==> src/rtl/gen_control_if.sv <==
// gen_control_if: button inputs, operand latch and run-status bus between the board input layer and the run controller
interface gen_control_if #(
  parameter int NUM_FIELDS = 2,
  parameter int FIELD_W    = 8,
  parameter int CNT_W      = 8,
  parameter int IDX_W      = 1
);
  logic                          set;
  logic                          go;
  logic                          stop;
  logic                          step;
  logic [FIELD_W-1:0]            load_val;
  logic [NUM_FIELDS*FIELD_W-1:0] field_val;
  logic [NUM_FIELDS-1:0]         ld;
  logic [IDX_W-1:0]              field_idx;
  logic                          draw;
  logic                          gen_tick;
  logic [CNT_W-1:0]              gen_count;
  logic [2:0]                    state;
  modport master (
    output set, go, stop, step, load_val,
    input  field_val, ld, field_idx, draw, gen_tick, gen_count, state
  );
  modport slave (
    input  set, go, stop, step, load_val,
    output field_val, ld, field_idx, draw, gen_tick, gen_count, state
  );
endinterface

==> src/rtl/gen_control.sv <==
// gen_control: button edge detection, operand entry and free-run/single-step generation timing for the life simulator
module gen_control #(
  parameter int NUM_FIELDS = 2,
  parameter int FIELD_W    = 8,
  parameter int GEN_PERIOD = 4,
  parameter int CNT_W      = 8,
  parameter int IDX_W      = 1
) (
  input logic         clock,
  input logic         reset,
  gen_control_if.slave bus
);
  localparam int DIV_W = GEN_PERIOD > 1 ? $clog2(GEN_PERIOD) : 1;
  typedef enum logic [2:0] {
    IDLE  = 3'd0,
    ENTRY = 3'd1,
    READY = 3'd2,
    RUN   = 3'd3,
    STEP  = 3'd4,
    PAUSE = 3'd5
  } state_t;
  state_t           state, state_next;
  logic             set_q, go_q, stop_q, step_q;
  logic             set_rise, go_rise, stop_rise, step_rise;
  logic             latch, last, active, tick;
  logic [IDX_W-1:0] k;
  logic [DIV_W-1:0] div_cnt;
  state_t           latch_target;
  assign set_rise  = bus.set & ~set_q;
  assign go_rise   = bus.go & ~go_q;
  assign stop_rise = bus.stop & ~stop_q;
  assign step_rise = bus.step & ~step_q;
  assign latch  = set_rise && (state == IDLE || state == ENTRY || state == READY || state == PAUSE);
  assign k      = state == ENTRY ? bus.field_idx : '0;
  assign last   = k == IDX_W'(NUM_FIELDS - 1);
  assign active = state == RUN || state == STEP;
  // stop on the tick edge wins: no tick, no count
  assign tick   = active && !stop_rise && div_cnt == DIV_W'(GEN_PERIOD - 1);
  assign latch_target = last ? READY : ENTRY;
  assign bus.draw  = active;
  assign bus.state = state;
  always_ff @(posedge clock or posedge reset) begin
    if (reset) state <= IDLE;
    else state <= state_next;
  end
  always_comb begin
    state_next = state;
    case (state)
      IDLE, ENTRY:  state_next = latch ? latch_target : state;
      READY, PAUSE: state_next = latch ? latch_target : go_rise ? RUN : step_rise ? STEP : state;
      RUN:          state_next = stop_rise ? PAUSE : RUN;
      STEP:         state_next = (stop_rise || tick) ? PAUSE : STEP;
      default:      state_next = IDLE;
    endcase
  end
  always_ff @(posedge clock or posedge reset) begin
    if (reset) begin
      {set_q, go_q, stop_q, step_q} <= '0;
      bus.field_val <= '0;
      bus.ld        <= '0;
      bus.field_idx <= '0;
      bus.gen_tick  <= 1'b0;
      bus.gen_count <= '0;
      div_cnt       <= '0;
    end else begin
      {set_q, go_q, stop_q, step_q} <= {bus.set, bus.go, bus.stop, bus.step};
      bus.ld <= latch ? NUM_FIELDS'(1) << k : '0;
      if (latch) begin
        bus.field_val[k*FIELD_W +: FIELD_W] <= bus.load_val;
        bus.field_idx <= last ? '0 : k + 1'b1;
      end
      div_cnt      <= (active && !stop_rise && !tick) ? div_cnt + 1'b1 : '0;
      bus.gen_tick <= tick;
      if (latch && k == '0) bus.gen_count <= '0;
      else if (tick) bus.gen_count <= bus.gen_count + 1'b1;
    end
  end
endmodule

==> src/flat_wrapper.sv <==
// flat-port wrapper written by rule: the top's interface ports become plain ports
module gen_control_flat 
#(
  parameter int NUM_FIELDS = 2,
  parameter int FIELD_W    = 8,
  parameter int GEN_PERIOD = 4,
  parameter int CNT_W      = 8,
  parameter int IDX_W      = 1
)
  (clock, reset, bus_set, bus_go, bus_stop, bus_step, bus_load_val, bus_field_val, bus_ld, bus_field_idx, bus_draw, bus_gen_tick, bus_gen_count, bus_state);
  gen_control_if #(.NUM_FIELDS(NUM_FIELDS), .FIELD_W(FIELD_W), .CNT_W(CNT_W), .IDX_W(IDX_W)) bus_i ();
  input logic clock;
  input logic reset;
  input wire logic [$bits(bus_i.set)-1:0] bus_set;
  input wire logic [$bits(bus_i.go)-1:0] bus_go;
  input wire logic [$bits(bus_i.stop)-1:0] bus_stop;
  input wire logic [$bits(bus_i.step)-1:0] bus_step;
  input wire logic [$bits(bus_i.load_val)-1:0] bus_load_val;
  output wire logic [$bits(bus_i.field_val)-1:0] bus_field_val;
  output wire logic [$bits(bus_i.ld)-1:0] bus_ld;
  output wire logic [$bits(bus_i.field_idx)-1:0] bus_field_idx;
  output wire logic [$bits(bus_i.draw)-1:0] bus_draw;
  output wire logic [$bits(bus_i.gen_tick)-1:0] bus_gen_tick;
  output wire logic [$bits(bus_i.gen_count)-1:0] bus_gen_count;
  output wire logic [$bits(bus_i.state)-1:0] bus_state;
  assign bus_i.set = bus_set;
  assign bus_i.go = bus_go;
  assign bus_i.stop = bus_stop;
  assign bus_i.step = bus_step;
  assign bus_i.load_val = bus_load_val;
  assign bus_field_val = bus_i.field_val;
  assign bus_ld = bus_i.ld;
  assign bus_field_idx = bus_i.field_idx;
  assign bus_draw = bus_i.draw;
  assign bus_gen_tick = bus_i.gen_tick;
  assign bus_gen_count = bus_i.gen_count;
  assign bus_state = bus_i.state;
  gen_control #(.NUM_FIELDS(NUM_FIELDS), .FIELD_W(FIELD_W), .GEN_PERIOD(GEN_PERIOD), .CNT_W(CNT_W), .IDX_W(IDX_W)) u_core (.clock(clock), .reset(reset), .bus(bus_i));
endmodule
==> config.mk <==
export PLATFORM = sky130hd
export DESIGN_NAME = gen_control_flat
export DESIGN_NICKNAME = d
export VERILOG_FILES = /design/src/rtl/gen_control_if.sv /design/src/rtl/gen_control.sv /design/src/flat_wrapper.sv
export SDC_FILE = /design/constraint.sdc
export NUM_CORES = 1
export LEC_CHECK = 0
export ABC_AREA = 1
export CORE_MARGIN = 2
export CORE_UTILIZATION = 50
export CTS_BUF_LIST = sky130_fd_sc_hd__clkbuf_4 sky130_fd_sc_hd__clkbuf_8
export CTS_CLUSTER_DIAMETER = 120
export DETAILED_ROUTE_END_ITERATION = 10
export GPL_ROUTABILITY_DRIVEN = 0
export GPL_TIMING_DRIVEN = 1
export PLACE_DENSITY_LB_ADDON = 0.08
export SETUP_SLACK_MARGIN = 0.05
export SLEW_MARGIN = 30
export SYNTH_ARGS = -nofsm -noshare
export SYNTH_HDL_FRONTEND = slang
export SYNTH_SLANG_ARGS = --single-unit
==> constraint.sdc <==
create_clock -name clock -period 1.5 [get_ports clock]
set_clock_uncertainty 0.05 [all_clocks]
set_input_delay 0.3 -clock clock [delete_from_list [all_inputs] [get_ports clock]]
set_output_delay 0.3 -clock clock [all_outputs]
set_load 0.005 [all_outputs]
Word-level counts from Yosys, hierarchy flattened
Index checks and enable logic that the tools add are counted.
{ "word_totals": {"regBits": 37, "in_bits": 14, "out_inout_bits": 32, "word_cells": 67} }
{ "classes": {"add_sub_neg": 4, "eq_ne": 8, "shift": 3, "muxes": 15, "bitwise": 9, "n_reduce_logical": 17} }
{ "ops": {"columns": ["op", "n"], "rows": [
  ["$neg A4 Y34", 1],
  ["$shift A8 B34 Y16 const A", 1],
  ["$shiftx A8 B34 Y16", 1],
  ["$bwmux W16", 1],
  ["$mux W8", 2],
  ["$mux W3", 5],
  ["$pmux W3 S4", 1],
  ["$add A8 B1 Y8 const B", 1],
  ["$eq A3 B2 Y1 const B", 2],
  ["$eq A3 B3 Y1 const B", 2],
  ["$mux W2", 3],
  ["$logic_and A1 B1 Y1", 5],
  ["$logic_or A1 B1 Y1", 5],
  ["$not A1 Y1", 5],
  ["$and A1 B1 Y1", 4],
  ["$ne A4 B1 Y1 const B", 1],
  ["$reduce_or A2 Y1", 2],
  ["$eq A3 B1 Y1 const B", 1],
  ["$logic_not A3 Y1", 1],
  ["$mux W1", 3],
  ["$add A2 B1 Y2 const B", 1],
  ["$eq A2 B2 Y1 const B", 1],
  ["$logic_not A1 Y1", 2],
  ["$ne A2 B1 Y1 const B", 1],
  ["other kinds (4)", 4]
]} }

Logic depth before layout (Yosys ltp)
Gate-level depths: netlist (run 1).
{ "logic_depth": {"depth_word": 8, "mapped_depth": 9, "ltp_nobuf": 9} }

Least setup slack after synthesis (run 1)
Ideal clock, no wire load.
{ "synth_timing": {"kind": "flip-flop to flip-flop", "start": "register u_core.state[0] (netlist: u_core.bus.state[0])", "end": "register u_core.bus.field_val[1]", "arrival_time_ns": 1.127, "required_ns": 1.332, "path_slack_ns": 0.204, "stages_incl_launch_ff": 9, "n_path_buf": 1, "synth_period_minus_slack_ns": 1.296, "path_cell_list": "dfrtp_1 inv_2 nand2_2 nand3_4 nor2_4 inv_4 buf_6 nand2_1 o21ai_2"} }
{ "synth_via": {"elab_chain_cells": 5, "elab_cells_between_ends": 13} }
{ "synth_lines": {"columns": ["item", "line_no", "rtl"], "rows": [
  ["start: declaration", "gen_control.sv:22", "state_t state, state_next;"],
  ["start signal: assignment", "gen_control.sv:44", "else state <= state_next;"],
  ["$eq A3 B1 Y1 / $logic_not A3 Y1 (equally long branches)", "gen_control.sv:33, gen_control.sv:34", null],
  ["$mux W1 / $logic_or A1 B1 Y1 (equally long branches)", "gen_control.sv:34, gen_control.sv:33", null],
  ["$neg A4 Y34 / $logic_or A1 B1 Y1 (equally long branches)", "gen_control.sv:69, gen_control.sv:33", null],
  ["$shiftx A8 B34 Y16 (tied with other cells)", "gen_control.sv:69", "bus.field_val[k*FIELD_W +: FIELD_W] <= bus.load_val;"],
  ["$bwmux W16 / $logic_and A1 B1 Y1 (equally long branches)", "gen_control.sv:69, gen_control.sv:33", null],
  ["end signal: indexed assignment", "gen_control.sv:69", null],
  ["end: declaration", "gen_control_if.sv:26", "output field_val, ld, field_idx, draw, gen_tick, gen_count, state"]
]} }
Parallel ways exist; a longest one is shown, timed or not.
A chain may end at the register's enable or synchronous reset.

Worst setup path in the final report (run 1)
{ "layout_timing": {"start": "register u_core.state[0] (netlist: u_core.bus.state[0])", "end": "register u_core.state[2] (netlist: u_core.bus.state[2])"} }
{ "layout_via": {"elab_chain_cells": 7, "elab_cells_between_ends": 17} }
{ "layout_lines": {"columns": ["item", "line_no", "rtl"], "rows": [
  ["$eq A3 B1 Y1 / $logic_not A3 Y1 (equally long branches)", "gen_control.sv:33, gen_control.sv:48", null],
  ["$logic_or A1 B1 Y1 (3 in series)", "gen_control.sv:33", "assign latch = set_rise && (state == IDLE || state == ENTRY || state == READY || state == PAUSE);"],
  ["$logic_and A1 B1 Y1", "gen_control.sv:33", null],
  ["$mux W3 (tied with other cells)", "gen_control.sv:50", "READY, PAUSE: state_next = latch ? latch_target : go_rise ? RUN : step_rise ? STEP : state;"],
  ["$pmux W3 S4 / $reduce_and A2 Y1 (equally long branches)", null, null]
]} }
Parallel ways exist; a longest one is shown, timed or not.

==> results of run 1 <==
-- per-stage QoR --
step	instances	instance area, um^2
2_1_floorplan	199	1797
3_3_place_gp	309	2452
3_5_place_dp	309	2452
4_1_cts	347	2868
5_1_grt	354	3023
6_report	354	3023
-- registers in the layout (all words and copies together) (netlist names) --
signal                cells
u_core.bus.field_idx      1
u_core.bus.field_val     16
u_core.bus.gen_count      8
u_core.bus.gen_tick       1
u_core.bus.ld             2
u_core.bus.state          3
u_core.div_cnt            2
u_core.go_q               1
u_core.set_q              1
u_core.step_q             1
u_core.stop_q             1
-- where the power goes --
| part | internal, W | total [W] | switching (W) |
|---|---|---|---|
| combinational | 0.00133 | 0.00263 | 0.00129 |
| sequential | 0.00127 | 0.00144 | 0.000165 |
| clock | 0.000239 | 0.000576 | 0.000337 |
| total | 0.00284 | 0.00464 | 0.00180 |
-- layer usage --
layer	vias up	share of wire	routed length, um	global-route usage
met3	25	0.058	352	0.06338
met5	-	0	0	0
met1	903	0.37	2250	0.2998
met4	0	0.044	264	0.1332
met2	87	0.53	3178	0.4596
li1	839	-	-	-
-- cell families after synthesis --
kind of cell | count (synthesis) | synth area share
flops | 37 | 0.5153
fa+ha+maj | 2 | 0.01393
simple gates | 98 | 0.2625
xor+xnor | 5 | 0.02437
compound gates | 21 | 0.08983
buf+inv | 36 | 0.09401
-- worst min path at each step --
stage,cells past startpoint,start,slack [ps],to
floorplan,0,bus_go,280,u_core.go_q$_DFF_PP0_
global placement,1,u_core.div_cnt[0]$_DFF_PP0_,370,u_core.div_cnt[0]$_DFF_PP0_
detailed placement,1,u_core.div_cnt[0]$_DFF_PP0_,380,u_core.div_cnt[0]$_DFF_PP0_
CTS,3,reset,270,u_core.bus.gen_count[0]$_DFFE_PP0P_
global route,3,reset,260,u_core.bus.gen_count[0]$_DFFE_PP0P_
finish,3,reset,210,u_core.bus.gen_count[0]$_DFFE_PP0P_
-- synthesized netlist by cell type (2+ instances only) --
library cell / n
a21oi_1: 2
nand2_1: 59
nor2_1: 7
nor2_4: 2
nand3_1: 15
xor2_1: 5
o21ai_2: 15
buf_6: 2
nand3_2: 4
ha_1: 2
nand2_2: 6
o21ai_0: 3
dfrtp_1: 37
inv_2: 4
inv_1: 28
-- what timing repair did --
item | 4_1_cts | 5_1_grt
pin swaps | 11 | 10
gates cloned | 2 | 0
setup buffers | 29 | 8
gates resized for setup | 91 | 26
endpoints found under the setup margin | 46 | 33
-- final cells by class --
cell class	count	area (um^2)
Multi-Input combinational cell	126	844.6
Clock buffer	7	58.81
Sequential cell	37	925.9
Fill cell	158	366.6
Inverter	33	153.9
Timing Repair inverter	2	17.52
Tap cell	46	57.56
Timing Repair Buffer	103	964.7
-- worst register-to-register path, stage by stage, from the launching register on --
cell and delay, ps:
dfrtp_1 430, buf_6 140, inv_4 40, buf_6 110, nand2_4 60, buf_4 110
nand2_2 70, nor2_4 160, buf_4 160, nand3_1 100, nand3_1 90, nand2_1 70
nand2_1 80
==> results.py, run 1 <==
metrics = {
    "critical_path": {
        "worstSetupEndpoint": "u_core.bus.state[2]$_DFFE_PP0P_",
        "path_cells": "buf_6 > inv_4 > buf_6 > nand2_4 > buf_4 > nand2_2 > nor2_4 > buf_4 > nand3_1 > nand3_1 > nand2_1 > nand2_1",
        "critPathSlowestCell": "dfrtp_1",
        "crit_path_end_kind": "register",
        "crit_type": "reg2reg",
        "cp_max_fo": 3,
        "rr_worst_depth": 12,
        "cp.required_ps": 1770,
        "cp.depth": 12,
        "cp_num_buf_inv": 5,
        "crit_start": "u_core.bus.state[0]$_DFFE_PP0P_",
        "r2r-end": "u_core.bus.state[2]$_DFFE_PP0P_",
        "cp-start-kind": "register",
        "r2r_slack_ps": -230,
        "crit_family": "simple AND/OR/NAND/NOR gates",
        "r2r-start": "u_core.bus.state[0]$_DFFE_PP0P_",
        "cpPeakStageDelay_ps": 430,
        "cp_data_arrival_time_ps": 2000,
    },
    "synthesis": {
        "syn_inst": 199,
        "ys_warn_count": 0,
        "synth.distinct_cells": 23,
        "synth_seq_area_share": 0.5153,
        "synthFlopType": "dfrtp_1",
        "syn_area_per_cell_um2": 9.029,
        "synth_edf_count": 0,
        "yosys-top-cells-area": "dfrtp_1 52%, nand2_1 12%, o21ai_2 7.3%",
        "ys_ff_latch": 37,
        "netlist_area_um2": 1797,
        "yosys.area.top_type": "dfrtp_1",
        "async_flop_share": 1.000,
        "netlist.area_leader.share": 0.5153,
        "synth_fp_nets": 215,
    },
    "die": {
        "core-area_um2": 3390,
        "die_h_um": 63.95,
        "row_count": 21,
        "io_pins": 46,
        "dieArea_um2": 4089,
        "fp.dieW_um": 63.95,
        "initial_utilization": 0.5301,
    },
    "final_layout": {
        "syn_to_final_growth_pct": 68.25,
        "final_common_cell": "nand2_1",
        "diodes": 0,
        "final_util": 0.8918,
        "final_cell_mix": "45 x nand2_1, 37 x dfrtp_1, 36 x buf_4, 28 x dlygate4sd2_1, 26 x inv_1",
        "nNetsFinal": 324,
        "drive_above_1_share": 0.4188,
    },
    "global_routing": {
        "gr-usage-all-layers": 0.2639,
        "grt_pass1_wl_mm": 8.197,
        "grt_pass1_vias": 1780,
        "grt.overflow.total": 0,
        "antenna_found_initial": 0,
        "grt_max_degree": 38,
    },
    "timing": {
        "fmax_mhz": 577.7,
        "final_max_slew_viol_count": 0,
        "fin_crit_ps": 1731,
        "rsz0062_at_grt": "true",
        "worst_hold_slack_ps": 215.0,
        "relSlewSlack": 0.8156,
        "setup_ws_ps": -231.0,
        "fin_crit_sh": 1.154,
        "setup_viol": 27,
        "worst_pin_slew_ps": 275.6,
        "final.setup.tns_ps": -3211,
        "hold_viol": 0,
    },
    "min_path": {
        "holdCritPathClass": "in2async",
    },
    "route": {
        "wl_mm": 6.045,
        "drt_iter0_drc": 124,
        "wl_per_cell_um": 17.08,
        "drc": 0,
        "via_count": 1854,
        "route.antenna.remaining_nets": 0,
        "vias_per_cell": 5.237,
        "first_pass_iters": 4,
    },
    "pwr": {
        "irDropWorstVdd_mv": 1.342,
        "leakage_nw": 1.647,
        "finalPower_w": 0.004640,
        "powerDensity_nw_per_um2": 1535,
    },
    "run_status": {
        "outcome": "complete, but fails checks",
        "violations": "negative setup slack",
    },
    "clock_tree": {
        "cts_buffers": 5,
        "clk_latency_ps": 370,
        "clockBufferDepth": 2,
        "cts_tree": "yes",
        "htreeDepth": 2,
        "cts.sinks": 37,
        "postCtsHoldBufs": 0,
        "clock-root-buffer": "clkbuf_4",
        "clk_pin_slew_ps": 120,
    },
    "place": {
        "hpwlAfterDp_mm": 2.605,
        "pre_cts_slack_ps": -317.1,
        "io_buffers": 45,
    },
    "flow_run": {
        "maxCapViolations": 0,
    },
}
Note: power is estimated with default switching activity, not from simulation.
==> run 2, diff against run 1 <==
--- a/config.mk
+++ b/config.mk
@@ -7,13 +7,14 @@
 export LEC_CHECK = 0
 export ABC_AREA = 1
 export CORE_MARGIN = 2
-export CORE_UTILIZATION = 50
+export CORE_UTILIZATION = 35
 export CTS_BUF_LIST = sky130_fd_sc_hd__clkbuf_4 sky130_fd_sc_hd__clkbuf_8
 export CTS_CLUSTER_DIAMETER = 120
 export DETAILED_ROUTE_END_ITERATION = 10
 export GPL_ROUTABILITY_DRIVEN = 0
 export GPL_TIMING_DRIVEN = 1
 export PLACE_DENSITY_LB_ADDON = 0.08
+export REMOVE_ABC_BUFFERS = 1
 export SETUP_SLACK_MARGIN = 0.05
 export SLEW_MARGIN = 30
 export SYNTH_ARGS = -nofsm -noshare
==> results.py, run 2 (synthesized netlist as in run 1, its figures left out) <==
metrics = {
    "run_status": {
        "outcome": "complete, but fails checks",
        "violations": "negative setup slack",
    },
    "clock_tree": {
        "htreeDepth": 2,
        "cts_buffers": 5,
        "cts.sinks": 37,
        "clk_latency_ps": 290,
        "clock-root-buffer": "clkbuf_8",
        "postCtsHoldBufs": 0,
        "cts_tree": "yes",
        "clk_pin_slew_ps": 70,
        "clockBufferDepth": 2,
    },
    "final_layout": {
        "n_fill_cell": 456,
        "nNetsFinal": 310,
        "final_common_cell": "nand2_1",
        "reg.largest.list": "u_core.bus.field_val (16), u_core.bus.gen_count (8), u_core.bus.state (3)",
        "drive_above_1_share": 0.4218,
        "regMostFlops": "u_core.bus.field_val",
        "final_cell_mix": "38 x nand2_1, 36 x dfrtp_1, 28 x dlygate4sd2_1, 24 x inv_1, 24 x buf_4",
        "multi_input_area_um2": 893.4,
        "final_util": 0.6067,
        "largest_register_ffs": 16,
        "fin_area_um2": 3059,
        "seqCellArea_um2": 927.1,
        "fin_cells": 364,
        "syn_to_final_growth_pct": 70.26,
        "diodes": 0,
    },
    "critical_path": {
        "crit_path_end_kind": "register",
        "crit_top_cell": "buf_6",
        "cp.required_ps": 1630,
        "cp.depth": 9,
        "crit_family": "buffers and inverters",
        "cp_num_buf_inv": 4,
        "crit_type": "reg2reg",
        "r2r-start": "u_core.bus.state[1]$_DFFE_PP0P_",
        "cp_data_arrival_time_ps": 1670,
        "r2r-end": "u_core.bus.gen_count[2]$_DFFE_PP0P_",
        "path_cells": "buf_6 > buf_6 > nand2_4 > nand3_4 > nor2_4 > clkinv_4 > buf_12 > nand3_2 > nand2_2",
        "worstSetupEndpoint": "u_core.bus.gen_count[2]$_DFFE_PP0P_",
        "crit_start": "u_core.bus.state[1]$_DFFE_PP0P_",
        "rr_worst_depth": 9,
        "critPathSlowestCell": "dfrtp_1",
        "cp_max_fo": 7,
        "r2r_slack_ps": -40,
        "cpPeakStageDelay_ps": 410,
        "cp-start-kind": "register",
    },
    "timing": {
        "final_max_slew_viol_count": 0,
        "setup_ws_ps": -42.20,
        "final.setup.tns_ps": -438.1,
        "relSlewSlack": 0.8033,
        "worst_hold_slack_ps": 307.0,
        "fin_crit_sh": 1.028,
        "hold_viol": 0,
        "worst_pin_slew_ps": 293.9,
        "setup_viol": 17,
        "fin_crit_ps": 1542,
        "rsz0062_at_grt": "true",
        "fmax_mhz": 648.4,
    },
    "place": {
        "hpwlAfterDp_mm": 2.712,
        "io_buffers": 45,
        "placedInstanceArea_um2": 2512,
        "dp_cells": 332,
    },
    "die": {
        "initial_utilization": 0.3563,
        "fp.dieW_um": 75.65,
        "core-area_um2": 5042,
        "die_h_um": 75.65,
        "row_count": 26,
        "io_pins": 46,
        "dieArea_um2": 5723,
    },
    "route": {
        "drc": 0,
        "via_count": 1617,
        "first_pass_iters": 4,
        "wl_per_cell_um": 11.93,
        "drt_iter0_drc": 58,
        "wl_mm": 4.344,
        "vias_per_cell": 4.442,
        "route.antenna.remaining_nets": 0,
    },
    "global_routing": {
        "grt.overflow.total": 0,
        "gr-usage-all-layers": 0.1586,
        "grt_pass1_vias": 1508,
        "grt_max_degree": 38,
        "grt.busiest_layer": "met2",
        "grt_pass1_wl_mm": 6.762,
        "antenna_found_initial": 0,
        "grtUsageMet2": 0.2705,
        "use_met1": 0.1941,
        "grt_use_met3": 0.03968,
    },
    "min_path": {
        "holdCritPathClass": "in2async",
    },
    "flow_run": {
        "maxCapViolations": 0,
    },
    "pwr": {
        "leakage_nw": 1.638,
        "powerDensity_nw_per_um2": 1492,
        "irDropWorstVdd_mv": 0.8409,
    },
}
run 2: changes by cell type in the layout (fill, tap and decap cells not counted), sizes merged:
cell,previous run,this run
clkbuf,7,8
clkdlybuf4s15,0,1
inv,34,32
clkinvlp,0,1
buf,62,47
run 2: layout make-up:
| class | count | share of cell area |
|---|---|---|
| multi-input cells | 126 | 0.2920 |
| flip-flops and latches | 37 | 0.3031 |
| clock buffers | 6 | 0.02699 |
| well taps | 70 | 0.02863 |
| repair buffers | 91 | 0.3014 |
| inverters | 33 | 0.04540 |
| clock inverters | 1 | 0.002454 |
run 2: tightest hold or removal path, cell delays in order:
cell and delay (ps):
clkdlybuf4s50_1 390, inv_1 90, buf_12 230
run 2: per-layer routing:
metal	part of all wire	routed length, um	vias to the layer above
met5	0	0	-
met4	0.013	57	0
met3	0.035	153	4
met2	0.52	2268	33
met1	0.43	1865	777
li1	-	-	803
run 2: what timing repair did:
item                                    in CTS  in global routing
gates resized for setup                     61                 58
setup buffers                               19                  5
endpoints found under the setup margin      41                 30
pin swaps                                    5                 14
cloned                                       1                  2
run 2: worst min path at each step:
stage	from	cells after the start	to	slack, ps
after floorplan	bus_go	0	u_core.go_q$_DFF_PP0_	280
after global placement	u_core.div_cnt[0]$_DFF_PP0_	1	u_core.div_cnt[0]$_DFF_PP0_	370
after detailed placement	u_core.div_cnt[0]$_DFF_PP0_	1	u_core.div_cnt[0]$_DFF_PP0_	380
after CTS	reset	3	u_core.bus.field_val[8]$_DFFE_PP0P_	320
after global routing	reset	3	u_core.bus.gen_count[5]$_DFFE_PP0P_	350
final	reset	3	u_core.bus.field_val[8]$_DFFE_PP0P_	310
run 2: power by group:
part / leakage (nW) / switching (W) / internal (W)
Combinational: 1.12 / 0.00103 / 0.00129
Clock: 0.0433 / 0.000364 / 0.000364
Sequential: 0.476 / 0.000238 / 0.00128
run 2: stage by stage:
step           total power, W  worst slack [ps]
2_1_floorplan        0.002237             135.6
3_3_place_gp         0.003237            -230.6
3_5_place_dp         0.003244            -264.2
4_1_cts              0.004086            -72.95
5_1_grt              0.004876            -114.7
6_report             0.004563            -42.20
==> run 3, diff against run 2 <==
--- a/config.mk
+++ b/config.mk
@@ -16,7 +16,7 @@
 export PLACE_DENSITY_LB_ADDON = 0.08
 export REMOVE_ABC_BUFFERS = 1
 export SETUP_SLACK_MARGIN = 0.05
-export SLEW_MARGIN = 30
+export SLEW_MARGIN = 10
 export SYNTH_ARGS = -nofsm -noshare
 export SYNTH_HDL_FRONTEND = slang
 export SYNTH_SLANG_ARGS = --single-unit
==> results of run 3 <==
The final DEF is identical to that of run 2; final timing and power are the same.
